[src/rtl/fix_rx_parser.sv]
// fix_rx_parser: receive-side FIX tag=value parser.
//   Consumes one inbound byte per cycle, delimits messages, validates framing,
//   BodyLength(9) and (optionally) CheckSum(10), extracts MsgType(35) and
//   MsgSeqNum(34), and emits a 3-bit message-type code.
// Ports:
//   clk, rst          clock, asynchronous active-high reset
//   data_i[7:0]       inbound byte, qualified by data_valid_i (no backpressure)
//   msg_valid_o       1-cycle pulse, complete valid message received
//   msg_type_o[2:0]   type code of last valid message (held)
//   seq_num_o         MsgSeqNum of last valid message (held, 0 if absent)
//   msg_error_o       1-cycle pulse, message rejected
//   err_code_o[2:0]   reject reason, valid with msg_error_o
// Optional feature: define FIX_RX_CHECKSUM_EN to build the checksum
//   accumulator and compare it against the tag-10 value.
module fix_rx_parser #(
  parameter int BODYLEN_W      = 16,
  parameter int SEQ_W          = 32,
  parameter int MAX_TAG_DIGITS = 5
) (
  input  logic             clk,
  input  logic             rst,
  input  logic [7:0]       data_i,
  input  logic             data_valid_i,
  output logic             msg_valid_o,
  output logic [2:0]       msg_type_o,
  output logic [SEQ_W-1:0] seq_num_o,
  output logic             msg_error_o,
  output logic [2:0]       err_code_o
);
  localparam int TAG_W = $clog2(10**MAX_TAG_DIGITS) + 1;
  localparam int TX    = TAG_W + 4;
  localparam int TD_W  = $clog2(MAX_TAG_DIGITS + 1) + 1;
  localparam int VAL_W = (SEQ_W > BODYLEN_W) ? SEQ_W : BODYLEN_W;
  localparam int VX    = VAL_W + 4;
  localparam logic [7:0] SOH = 8'h01;
  localparam logic [7:0] EQ  = 8'h3D;

  typedef enum logic [1:0] {S_IDLE, S_TAG, S_VALUE, S_RESYNC} state_t;

  state_t               r_state, w_state_nxt;
  logic [TAG_W-1:0]     r_tag;
  logic [TD_W-1:0]      r_tag_dig;
  logic [1:0]           r_fidx;      // field index, saturates at 3
  logic [BODYLEN_W-1:0] r_body_cnt, r_body_fs, r_body_len, w_body_nxt;
  logic [VAL_W-1:0]     r_val_num;
  logic [2:0]           r_vlen;      // value length, saturates at 7
  logic [7:0]           r_vfirst;
  logic                 r_nondig, r_ovf_b, r_ovf_s;
  logic [2:0]           r_type_cur, w_type;
  logic [SEQ_W-1:0]     r_seq_cur;
  logic                 r_msg_valid, r_msg_err;
  logic [2:0]           r_err_code, r_msg_type;
  logic [SEQ_W-1:0]     r_seq;
  logic                 w_err, w_done, w_start, w_fend, w_to_val, w_ck_ok;
  logic [2:0]           w_code;
  logic                 w_is_dig, w_t9, w_t10, w_t34, w_t35;
  logic [TX-1:0]        w_tag_nxt;
  logic [VX-1:0]        w_val_nxt;

  assign w_is_dig  = (data_i >= 8'h30) && (data_i <= 8'h39);
  assign w_t9      = (r_tag == TAG_W'(9));
  assign w_t10     = (r_tag == TAG_W'(10));
  assign w_t34     = (r_tag == TAG_W'(34));
  assign w_t35     = (r_tag == TAG_W'(35));
  assign w_tag_nxt = TX'(r_tag) * TX'(10) + TX'(data_i[3:0]);
  assign w_val_nxt = VX'(r_val_num) * VX'(10) + VX'(data_i[3:0]);
  // body bytes start right after the SOH closing tag 9 (field index 1)
  assign w_body_nxt = (r_fidx >= 2'd2 && (r_state == S_TAG || r_state == S_VALUE))
                      ? r_body_cnt + BODYLEN_W'(1) : r_body_cnt;

`ifdef FIX_RX_CHECKSUM_EN
  logic [7:0] r_sum, r_sum_fs;
  assign w_ck_ok = (r_val_num == VAL_W'(r_sum_fs));
`else
  assign w_ck_ok = 1'b1;
`endif

  always_comb begin
    w_type = 3'd7;
    if (r_vlen == 3'd1) begin
      case (r_vfirst)
        "A":     w_type = 3'd1;
        "0":     w_type = 3'd2;
        "1":     w_type = 3'd3;
        "2":     w_type = 3'd4;
        "3":     w_type = 3'd5;
        "5":     w_type = 3'd6;
        default: w_type = 3'd7;
      endcase
    end
  end

  always_ff @(posedge clk or posedge rst) begin
    if (rst) r_state <= S_IDLE;
    else     r_state <= w_state_nxt;
  end

  always_comb begin
    w_state_nxt = r_state;
    w_err       = 1'b0;
    w_code      = 3'd0;
    w_done      = 1'b0;
    w_start     = 1'b0;
    w_fend      = 1'b0;
    w_to_val    = 1'b0;
    if (data_valid_i) begin
      case (r_state)
        S_IDLE: if (data_i == "8") begin
          w_start     = 1'b1;
          w_state_nxt = S_TAG;
        end
        S_TAG: begin
          if (w_is_dig) begin
            if (r_tag_dig == TD_W'(MAX_TAG_DIGITS)) begin w_err = 1'b1; w_code = 3'd7; end
          end else if (data_i == EQ) begin
            if (r_tag_dig == '0)                             begin w_err = 1'b1; w_code = 3'd6; end
            else if (r_fidx == 2'd0 && r_tag != TAG_W'(8))   begin w_err = 1'b1; w_code = 3'd1; end
            else if (r_fidx == 2'd1 && !w_t9)                begin w_err = 1'b1; w_code = 3'd2; end
            else if (r_fidx == 2'd2 && !w_t35)               begin w_err = 1'b1; w_code = 3'd3; end
            else w_to_val = 1'b1;
          end else begin
            w_err = 1'b1; w_code = 3'd6;
          end
          if (w_err)         w_state_nxt = (data_i == SOH) ? S_IDLE : S_RESYNC;
          else if (w_to_val) w_state_nxt = S_VALUE;
        end
        S_VALUE: if (data_i == SOH) begin
          if (r_vlen == 3'd0) begin w_err = 1'b1; w_code = 3'd6; end
          else if (w_t10) begin
            // length mismatch outranks format, which outranks checksum
            if (r_body_fs != r_body_len)            begin w_err = 1'b1; w_code = 3'd4; end
            else if (r_nondig || r_vlen != 3'd3)    begin w_err = 1'b1; w_code = 3'd6; end
            else if (!w_ck_ok)                      begin w_err = 1'b1; w_code = 3'd5; end
            else w_done = 1'b1;
          end
          else if ((w_t9 || w_t34) && r_nondig) begin w_err = 1'b1; w_code = 3'd6; end
          else if (w_t9 && r_ovf_b)             begin w_err = 1'b1; w_code = 3'd7; end
          else if (w_t34 && r_ovf_s)            begin w_err = 1'b1; w_code = 3'd7; end
          else w_fend = 1'b1;
          w_state_nxt = (w_err || w_done) ? S_IDLE : S_TAG;
        end
        S_RESYNC: if (data_i == SOH) w_state_nxt = S_IDLE;
        default:  w_state_nxt = S_IDLE;
      endcase
    end
  end

  always_ff @(posedge clk or posedge rst) begin
    if (rst) begin
      r_tag <= '0; r_tag_dig <= '0; r_fidx <= '0;
      r_body_cnt <= '0; r_body_fs <= '0; r_body_len <= '0;
      r_val_num <= '0; r_vlen <= '0; r_vfirst <= '0;
      r_nondig <= 1'b0; r_ovf_b <= 1'b0; r_ovf_s <= 1'b0;
      r_type_cur <= '0; r_seq_cur <= '0;
      r_msg_valid <= 1'b0; r_msg_err <= 1'b0; r_err_code <= '0;
      r_msg_type <= '0; r_seq <= '0;
`ifdef FIX_RX_CHECKSUM_EN
      r_sum <= '0; r_sum_fs <= '0;
`endif
    end else begin
      r_msg_valid <= w_done;
      r_msg_err   <= w_err;
      r_err_code  <= w_err ? w_code : 3'd0;
      if (w_done) begin
        r_msg_type <= r_type_cur;
        r_seq      <= r_seq_cur;
      end
      if (data_valid_i) begin
`ifdef FIX_RX_CHECKSUM_EN
        r_sum <= w_start ? data_i : r_sum + data_i;
        if (w_fend) r_sum_fs <= r_sum + data_i;
`endif
        r_body_cnt <= w_start ? '0 : w_body_nxt;
        if (w_start) begin
          r_tag      <= TAG_W'(8);
          r_tag_dig  <= TD_W'(1);
          r_fidx     <= '0;
          r_type_cur <= '0;
          r_seq_cur  <= '0;
        end else if (r_state == S_TAG && w_is_dig) begin
          r_tag     <= w_tag_nxt[TAG_W-1:0];
          r_tag_dig <= r_tag_dig + TD_W'(1);
        end else if (w_fend) begin
          r_tag     <= '0;
          r_tag_dig <= '0;
          r_body_fs <= w_body_nxt;
          if (r_fidx != 2'd3)          r_fidx     <= r_fidx + 2'd1;
          if (w_t9 && r_fidx == 2'd1)  r_body_len <= r_val_num[BODYLEN_W-1:0];
          if (w_t34)                   r_seq_cur  <= r_val_num[SEQ_W-1:0];
          if (w_t35)                   r_type_cur <= w_type;
        end
        if (w_to_val) begin
          r_val_num <= '0; r_vlen <= '0; r_vfirst <= '0;
          r_nondig <= 1'b0; r_ovf_b <= 1'b0; r_ovf_s <= 1'b0;
        end else if (r_state == S_VALUE && data_i != SOH) begin
          if (r_vlen != 3'd7) r_vlen <= r_vlen + 3'd1;
          if (r_vlen == 3'd0) r_vfirst <= data_i;
          if (w_is_dig) begin
            r_val_num <= w_val_nxt[VAL_W-1:0];
            // sticky range flags; the stored value may wrap once they set
            if (w_val_nxt[VX-1:BODYLEN_W] != '0) r_ovf_b <= 1'b1;
            if (w_val_nxt[VX-1:SEQ_W] != '0)     r_ovf_s <= 1'b1;
          end else begin
            r_nondig <= 1'b1;
          end
        end
      end
    end
  end

  assign msg_valid_o = r_msg_valid;
  assign msg_type_o  = r_msg_type;
  assign seq_num_o   = r_seq;
  assign msg_error_o = r_msg_err;
  assign err_code_o  = r_err_code;
endmodule

[config.mk]
export PLATFORM = sky130hd
export DESIGN_NAME = fix_rx_parser
export DESIGN_NICKNAME = d
export VERILOG_FILES = /design/src/rtl/fix_rx_parser.sv
export SDC_FILE = /design/constraint.sdc
export NUM_CORES = 1
export LEC_CHECK = 0
export ABC_CLOCK_PERIOD_IN_PS = 9700
export CAP_MARGIN = 20
export CORE_MARGIN = 4
export CORE_UTILIZATION = 25
export CTS_BUF_LIST = sky130_fd_sc_hd__clkbuf_8
export DETAILED_ROUTE_END_ITERATION = 10
export GPL_TIMING_DRIVEN = 0
export HOLD_SLACK_MARGIN = 0.03
export PLACE_DENSITY = 0.47
export SYNTH_ARGS = -nofsm -noshare
export SYNTH_HDL_FRONTEND = slang
export SYNTH_SLANG_ARGS = --single-unit
[constraint.sdc]
create_clock -name clk -period 9.7 [get_ports clk]
set_input_delay 2.91 -clock clk [delete_from_list [all_inputs] [get_ports clk]]
set_output_delay 2.91 -clock clk [all_outputs]
set_load 0.005 [all_outputs]
Yosys cells after proc, flatten, opt, wreduce, memory -nomap -nowiden. Cells that the tools add are included.

Bits in registers: 195. Logic and storage cells: 233.

Reductions and logical operators: 47. Add/subtract/negate cells: 6. Magnitude comparators: 3. Muxes and demuxes: 121. Multipliers: 2. Bitwise operators: 2. Equality and inequality tests: 32.

Operators with widths (number): 32-bit two-way mux (7); 3-bit two-way mux (22); 1-bit two-way mux (64); 8-bit by 6-bit == test with 1-bit output (second input constant) (7); 18-bit two-way mux (3); 36-bit by 4-bit adder with 36-bit output (1); 18-bit by 4-bit == test with 1-bit output (second input constant) (2); 18-bit by 6-bit == test with 1-bit output (second input constant) (2); 32-bit by 3-bit multiplier with 35-bit output (second input constant) (1); 16-bit two-way mux (2); 2-bit two-way mux (13); 8-bit two-way mux (3); 4-bit AND reduction (6); 2-bit nonzero test (10); 20-bit nonzero test (1); 18-bit by 4-bit adder with 18-bit output (1); 18-bit by 3-bit multiplier with 17-bit output (second input constant) (1); 18-bit by 4-bit inequality test with 1-bit output (second input constant) (1); 3-bit case mux with 6 select lines (1); 16-bit by 1-bit adder with 16-bit output (second input constant) (1); 16-bit inequality test (1); 4-bit two-way mux (3); 3-bit AND reduction (4); 1-bit logical AND (11); 31 further kinds (45).

Depth between registers and ports, before layout. Gate-level depths: netlist of the first run.

Depth in word-level cells: 15. Mapped depth: 16. Gate-level depth less buffers: 16.

Least setup slack after synthesis of the first run. OpenSTA, ideal clock, no wires.

Kind: input-to-reg. Start point: in data_i[1]. End point: reg r_ovf_b. Data arrival time: 5484 ps. Slack: 4073 ps. Stages: 13. Cells stage by stage: ha_1 fa_1 a21oi_1 nor2_1 nand4_1 or3_1 or4b_4 nor3_2 and4_1 a2bb2oi_1 o21a_1 o31ai_2 o2111ai_1.

Cells in the longest elaborated chain, start to end: 9. Elaborated cells on any way between the ends: 19. Classes of those cells: 1 x add/sub; 2 x order compare; 2 x eq/ne; 7 x mux; 7 x reduce/logical.

RTL lines: start, declared (line 22) `input logic [7:0] data_i,`; parallel branches: the longest is 9 deep, another holds 36-bit by 4-bit adder with 36-bit output; end signal, assigned (line 153) `r_nondig <= 1'b0; r_ovf_b <= 1'b0; r_ovf_s <= 1'b0;`; end signal, assigned (line 194) `r_nondig <= 1'b0; r_ovf_b <= 1'b0; r_ovf_s <= 1'b0;`; end signal, assigned (line 201) `if (w_val_nxt[VX-1:BODYLEN_W] != '0) r_ovf_b <= 1'b1;`; end, declared (line 48) `logic r_nondig, r_ovf_b, r_ovf_s;`.

Parallel ways; which one is timed is not known. The select of a mux whose other input is x is not followed. A chain may end at the register's enable or synchronous reset.

Worst setup path after layout of the first run.
Start point: in data_i[2]. End point: reg r_ovf_b.

Same word-level chain as after synthesis.

==> results.py, run 1 <==
metrics = {
    "run_status": {
        "status": "completed",
    },
    "timing": {
        "timing.final.crit_share_pct": 68.8,
        "finalSetupTns_ns": 0,
        "min_period_ns": 6.68,
        "max_freq_mhz": 150,
        "worst_slack_ns": 3.02,
        "relSlewSlack_pct": 33.6,
        "tightest_slew_ns": 0.971,
        "skew_ns": 0.0216,
        "hold_viol_final": 0,
        "finalMaxSlewViolations": 0,
        "rsz0062_at_grt": "false",
        "setup_violations": 0,
    },
    "final_layout": {
        "area_growth_pct": 13.7,
        "final_cell_mix": "nand2_1 (223), dfrtp_1 (195), ha_1 (110)",
        "layout_commonest_cell": "nand2_1",
        "fillerInstances": 5448,
        "final_cell_count_no_fill": 2158,
        "drive_gt1_share_pct": 8.46,
        "post-route-util_pct": 28.7,
        "nets": 1591,
        "diodes": 0,
    },
    "yosys": {
        "synth_edf_count": 0,
        "syn_inst": 1397,
        "synthArstFlopShare_pct": 100,
        "synthTopCellsByArea": "dfrtp_1 (38%), ha_1 (11%), nand2_1 (6.5%), mux2_2 (4.4%), xnor2_1 (4.0%)",
        "yosysSeqAreaShare_pct": 37.7,
        "ys_types": 94,
        "yosys_warnings": 0,
        "ys.flop_type": "dfrtp_1",
        "synth_top_area_cell": "dfrtp_1",
        "yosysTopAreaCellShare_pct": 37.7,
        "syn_nets": 1522,
        "syn_area_sq_um": 12900,
        "synth.avg_cell_area_sq_um": 9.26,
        "ys_ff_latch": 195,
    },
    "clocking": {
        "cts_tree": "done",
        "cts_resized": 0,
        "cts_inserted_buffers": 17,
        "clkTransAtPathRegs_ns": 0.10,
        "postCtsSetupBuffers": 0,
        "clockBufferDepth": 2,
        "htreeDepth": 4,
        "clock_sinks": 195,
        "cts_root_buffer": "clkbuf_8",
        "hold_buffers": 0,
        "clk_latency_ns": 0.50,
    },
    "detailed_routing": {
        "wl_per_cell_um": 16.6,
        "drtAntennaViolNets": 0,
        "wl_met2_um": 16100,
        "drt_wl_total_um": 35700,
        "first_iter_violations": 771,
        "wl_met3_um": 1010,
        "via_per_inst": 4.84,
        "drc": 0,
        "vias": 10446,
        "top_layer": "met4",
        "drt-pass1-iter-count": 5,
        "wl_met1_um": 17900,
    },
    "power": {
        "power_density_nw_per_um2": 128,
        "power_uw": 1880,
        "ir_worst_vdd_v": 0.0000873,
        "p_leak_uw": 0.00673,
    },
    "critical_path": {
        "critical_path_class": "in2reg",
        "endpoint_kind": "flop",
        "worstPathArrival_ns": 7.03,
        "worstPathMaxFanout": 9,
        "critical_path_required_ns": 10.05,
        "startpoint_type": "primary input",
    },
    "placement": {
        "place_inst": 2127,
        "hpwlAfterDp_um": 27700,
        "portBuffers": 49,
        "finalWeightedCongestion": 0.833,
        "place_worst_setup_slack_ns": 2.49,
    },
    "global_routing": {
        "grt_max_degree": 109,
        "grt_usage_pct": 12.7,
        "antenna_found_initial": 0,
        "grt-ovfl-total": 0,
        "grt_pass1_vias": 10371,
        "grt_pass1_wl_um": 57300,
    },
    "floorplan": {
        "start_util_pct": 25.2,
        "std_cell_rows": 83,
        "io_pins": 51,
        "core_sq_um": 51300,
        "dieArea_sq_um": 55500,
        "die_h_um": 236,
        "chipWidth_um": 236,
    },
    "run": {
        "cap_violations": 0,
    },
    "worst_hold_path": {
        "min_path_type": "reg2reg",
    },
}
==> through the flow <==
stage | area [sq um] | hold WS (ns)
detailed placement | 14300 | 0.483
floorplan | 12900 | 0.461
global route | 14700 | 0.520
finish | 14700 | 0.504
CTS | 14700 | 0.508
global placement | 14300 | 0.483
==> metal layers <==
metal,vias up,track usage [%]
met2,145,20.5
met4,0,3.68
met3,33,1.70
li1,5156,-
met5,-,0
met1,5112,17.8
==> final timing paths <==
kind                                  to  slack [ns]          start  cells after the start
max                              r_ovf_b        3.02      data_i[2]                     14
min                        r_seq_cur[19]        0.50  r_seq_cur[19]                      2
max reg2reg                      r_ovf_b        4.57   r_val_num[1]                     15
min reg2reg                r_seq_cur[19]        0.50  r_seq_cur[19]                      2
max in group asynchronous  seq_num_o[11]        5.82            rst                      3
min in group asynchronous  msg_type_o[2]        2.92            rst                      2
==> state kept, by name, summed over array words and instances, names as in the netlist, 4 cells and up <==
name and cells:
r_seq_cur 32, r_val_num 32, seq_num_o 32, r_tag 18
r_body_cnt 16, r_body_fs 16, r_body_len 16, r_vfirst 8
r_tag_dig 4
==> power by group <==
group | internal (uW) | leakage (uW) | switching (uW)
Clock | 242 | 0.000204 | 311
Sequential | 862 | 0.00268 | 58.4
Combinational | 172 | 0.00385 | 232
==> cell families after synthesis <==
kind of cell,after synthesis,share of synthesized area [%]
AOI/OAI and AO/OA,324,16.3
buffers and inverters,94,2.91
DFF,195,37.7
xor gates and xnor gates,106,7.32
adders and majority gates,114,11.3
muxes,62,5.29
and+or+nand+nor,502,19.2
==> worst max-delay path, stage by stage <==
cell             delay, ns
clkdlybuf4s50_1       0.74
ha_1                  0.47
a21o_1                0.11
a21oi_1               0.12
nor2_1                0.27
nand4_1               0.28
nor4_1                0.69
nand2_1               0.21
nor3b_1               0.28
o21ai_0               0.16
o21ai_0               0.15
nand3_1               0.11
o31ai_1               0.36
o2111ai_1             0.17
==> final cells by class <==
cell class	instances	area [sq um]	share of cell area, %
tap	680	851	5.78
sequential	195	4880	33.2
clock buffer	19	262	1.78
multi-input combinational	1108	7680	52.2
buffer	57	238	1.62
clock inverter	12	130	0.885
inverter	37	146	0.995
timing repair buffer	50	518	3.52
==> Yosys cell counts, types with 5 or more instances <==
cell      instances
a211oi_1          8
a21o_1           13
a21oi_1          72
a22o_1           20
a31oi_1           7
and2_1            9
and3_1           25
and4_1            5
clkbuf_1         48
dfrtp_1         195
ha_1            110
inv_1            37
mux2_2           51
mux2i_1          11
nand2_1         223
nand2b_1          8
nand3_1          44
nand4_1          15
nor2_1           78
nor2b_1          14
nor3_1           21
nor3b_1           6
nor4_1           11
o211ai_1          6
o21a_1           10
o21ai_0          88
o21bai_1          7
o22ai_1          29
o31ai_1           6
or2_2             6
xnor2_1          59
xor2_1           46
Note: power is estimated with default switching activity, not from simulation.
==> run 2, diff against run 1 <==
--- a/config.mk
+++ b/config.mk
@@ -5,7 +5,7 @@
 export SDC_FILE = /design/constraint.sdc
 export NUM_CORES = 1
 export LEC_CHECK = 0
-export ABC_CLOCK_PERIOD_IN_PS = 9700
+export ABC_CLOCK_PERIOD_IN_PS = 6200
 export CAP_MARGIN = 20
 export CORE_MARGIN = 4
 export CORE_UTILIZATION = 25
==> constraint.sdc (replaced) <==
create_clock -name clk -period 6.2 [get_ports clk]
set_input_delay 1.86 -clock clk [delete_from_list [all_inputs] [get_ports clk]]
set_output_delay 1.86 -clock clk [all_outputs]
set_load 0.005 [all_outputs]
==> run 2 against run 1 <==
Against the previous run: clock skew fell by 0.0043 ns; largest power group unchanged; non-clock buffer count up 5; global-route usage grew 0.11 points; critical path depth shrank 1; hold slack lost 0.0017 ns; via count grew 1.2%; sequential share of layout area decreased by 0.24 points; critical endpoint unchanged; highest routed layer unchanged.
==> results.py, run 2 (synthesized netlist as in run 1, its figures left out) <==
metrics = {
    "timing": {
        "rsz0062_at_grt": "false",
        "relSlewSlack_pct": 43.3,
        "hold_viol_final": 0,
        "max_freq_mhz": 176,
        "skew_ns": 0.0172,
        "worst_slack_ns": 0.534,
        "timing.final.crit_share_pct": 91.4,
        "finalMaxSlewViolations": 0,
        "finalSetupTns_ns": 0,
        "tightest_slew_ns": 0.829,
        "min_period_ns": 5.67,
        "setup_violations": 0,
    },
    "clocking": {
        "hold_buffers": 0,
        "cts_tree": "done",
        "cts_root_buffer": "clkbuf_8",
        "clock_sinks": 195,
        "clk_latency_ns": 0.48,
        "cts_resized": 0,
        "postCtsSetupBuffers": 0,
        "cts_inserted_buffers": 17,
        "clkTransAtPathRegs_ns": 0.12,
        "clockBufferDepth": 2,
        "htreeDepth": 4,
    },
    "global_routing": {
        "grt_max_degree": 38,
        "grt_pass1_wl_um": 58000,
        "grt_usage_pct": 12.8,
        "grt-ovfl-total": 0,
        "grt_pass1_vias": 10542,
        "antenna_found_initial": 0,
    },
    "floorplan": {
        "chipWidth_um": 236,
        "start_util_pct": 25.2,
        "dieArea_sq_um": 55500,
        "io_pins": 51,
        "die_h_um": 236,
        "std_cell_rows": 83,
        "core_sq_um": 51300,
    },
    "detailed_routing": {
        "drt_wl_total_um": 35900,
        "drc": 0,
        "drt-pass1-iter-count": 5,
        "first_iter_violations": 706,
        "drtAntennaViolNets": 0,
        "via_per_inst": 4.88,
        "vias": 10570,
        "wl_per_cell_um": 16.6,
    },
    "placement": {
        "dpl_cell_area_sq_um": 14400,
        "finalWeightedCongestion": 0.852,
        "place_inst": 2132,
        "portBuffers": 49,
        "hpwlAfterDp_um": 28100,
        "place_worst_setup_slack_ns": 0.0228,
    },
    "critical_path": {
        "cp-startpoint": "data_i[2]",
        "crit_family": "simple AND/OR/NAND/NOR gates",
        "crit_chain": "clkdlybuf4s50_1 > ha_1 > a21o_1 > a21oi_1 > nor2_1 > nand4_1 > nor4_2 > nand4_4 > nor4_4 > xnor2_1 > nand3_1 > o31ai_1 > o2111ai_1",
        "startpoint_type": "primary input",
        "rrSetupSlack_ns": 1.14,
        "rr_worst_depth": 14,
        "r2r_end": "r_ovf_b",
        "critical_path_required_ns": 6.53,
        "critPathMaxStageDelay_ns": 0.72,
        "critPathSlowestCell": "clkdlybuf4s50_1",
        "endpoint_kind": "flop",
        "cp.buffers_inverters": 1,
        "crit-reg2reg-launch": "r_val_num[1]",
        "worstPathMaxFanout": 9,
        "critical_path_class": "in2reg",
        "worstPathArrival_ns": 6.00,
    },
    "worst_hold_path": {
        "min_path_cells": 1,
        "hold_path.startpoint": "r_seq_cur[4]",
        "hold_path_end": "seq_num_o[4]",
        "min_path_type": "reg2reg",
    },
    "run": {
        "cap_violations": 0,
    },
    "final_layout": {
        "drive_gt1_share_pct": 8.83,
        "final_cell_mix": "nand2_1 (223), dfrtp_1 (195), ha_1 (110)",
        "area_growth_pct": 14.5,
        "nets": 1596,
        "final_cell_count_no_fill": 2164,
        "fillerInstances": 5397,
        "layout_commonest_cell": "nand2_1",
        "post-route-util_pct": 28.9,
        "diodes": 0,
        "final_area_sq_um": 14800,
    },
    "run_status": {
        "status": "completed",
    },
    "power": {
        "power_density_nw_per_um2": 198,
        "ir_worst_vdd_v": 0.000103,
        "p_leak_uw": 0.00678,
    },
}
run 2: cell types whose count changed in the layout (fill, tap and decap cells not counted), sizes merged:
cell / previous run / this run
buf: 7 / 12
bufinv: 2 / 1
clkinv: 5 / 4
clkbuf: 70 / 68
inv: 41 / 46
run 2: worst reg2reg max path, cell delays in order (launching register included):
cell and delay, ns:
dfrtp_1 0.51, ha_1 0.34, ha_1 0.24, fa_1 0.41
a211oi_1 0.46, o211ai_1 0.31, a21boi_1 0.40, o21bai_1 0.14
xor2_1 0.58, nand4_4 0.19, nor4_4 0.46, xnor2_1 0.24
nand3_1 0.11, o31ai_1 0.38, o2111ai_1 0.16
run 2: how the worst max path moves through the flow:
stage,end,cells past startpoint,slack (ns)
final,r_ovf_b,13,0.53
after global routing,r_ovf_b,13,0.24
after CTS,r_ovf_b,13,0.55
after detailed placement,r_ovf_b,13,0.02
after global placement,seq_num_o[12],2,0.04
after floorplan,r_ovf_b,13,1.62
run 2: power by group:
| part | leakage [uW] | internal [uW] | switching, uW |
|---|---|---|---|
| Clock | 0.000209 | 339 | 520 |
| Combinational | 0.00389 | 276 | 365 |
| Sequential | 0.00268 | 1350 | 90.6 |
run 2: routing by layer:
| metal | track usage [%] | up-vias | share of wire [%] |
|---|---|---|---|
| met5 | 0 | - | 0 |
| met4 | 2.88 | 0 | 1.4 |
| met3 | 1.72 | 27 | 3.0 |
| met2 | 21.1 | 195 | 46 |
| met1 | 17.9 | 5190 | 49 |
| li1 | - | 5158 | - |
run 2: layout make-up:
type                       count  area (sq um)  area share [%]
clock inverter                15           166            1.12
inverter                      37           143           0.963
clock buffer                  17           234            1.58
timing repair buffer          55           618            4.17
multi-input combinational   1108          7680            51.9
tap                          680           851            5.74
buffer                        57           238            1.60
sequential                   195          4880            32.9
run 2: through the flow:
step,hold slack (ns),power [uW]
3_3_place_gp,0.482,2080
3_5_place_dp,0.484,2100
6_report,0.502,2940
4_1_cts,0.508,2980
5_1_grt,0.533,3130
2_1_floorplan,0.461,1910
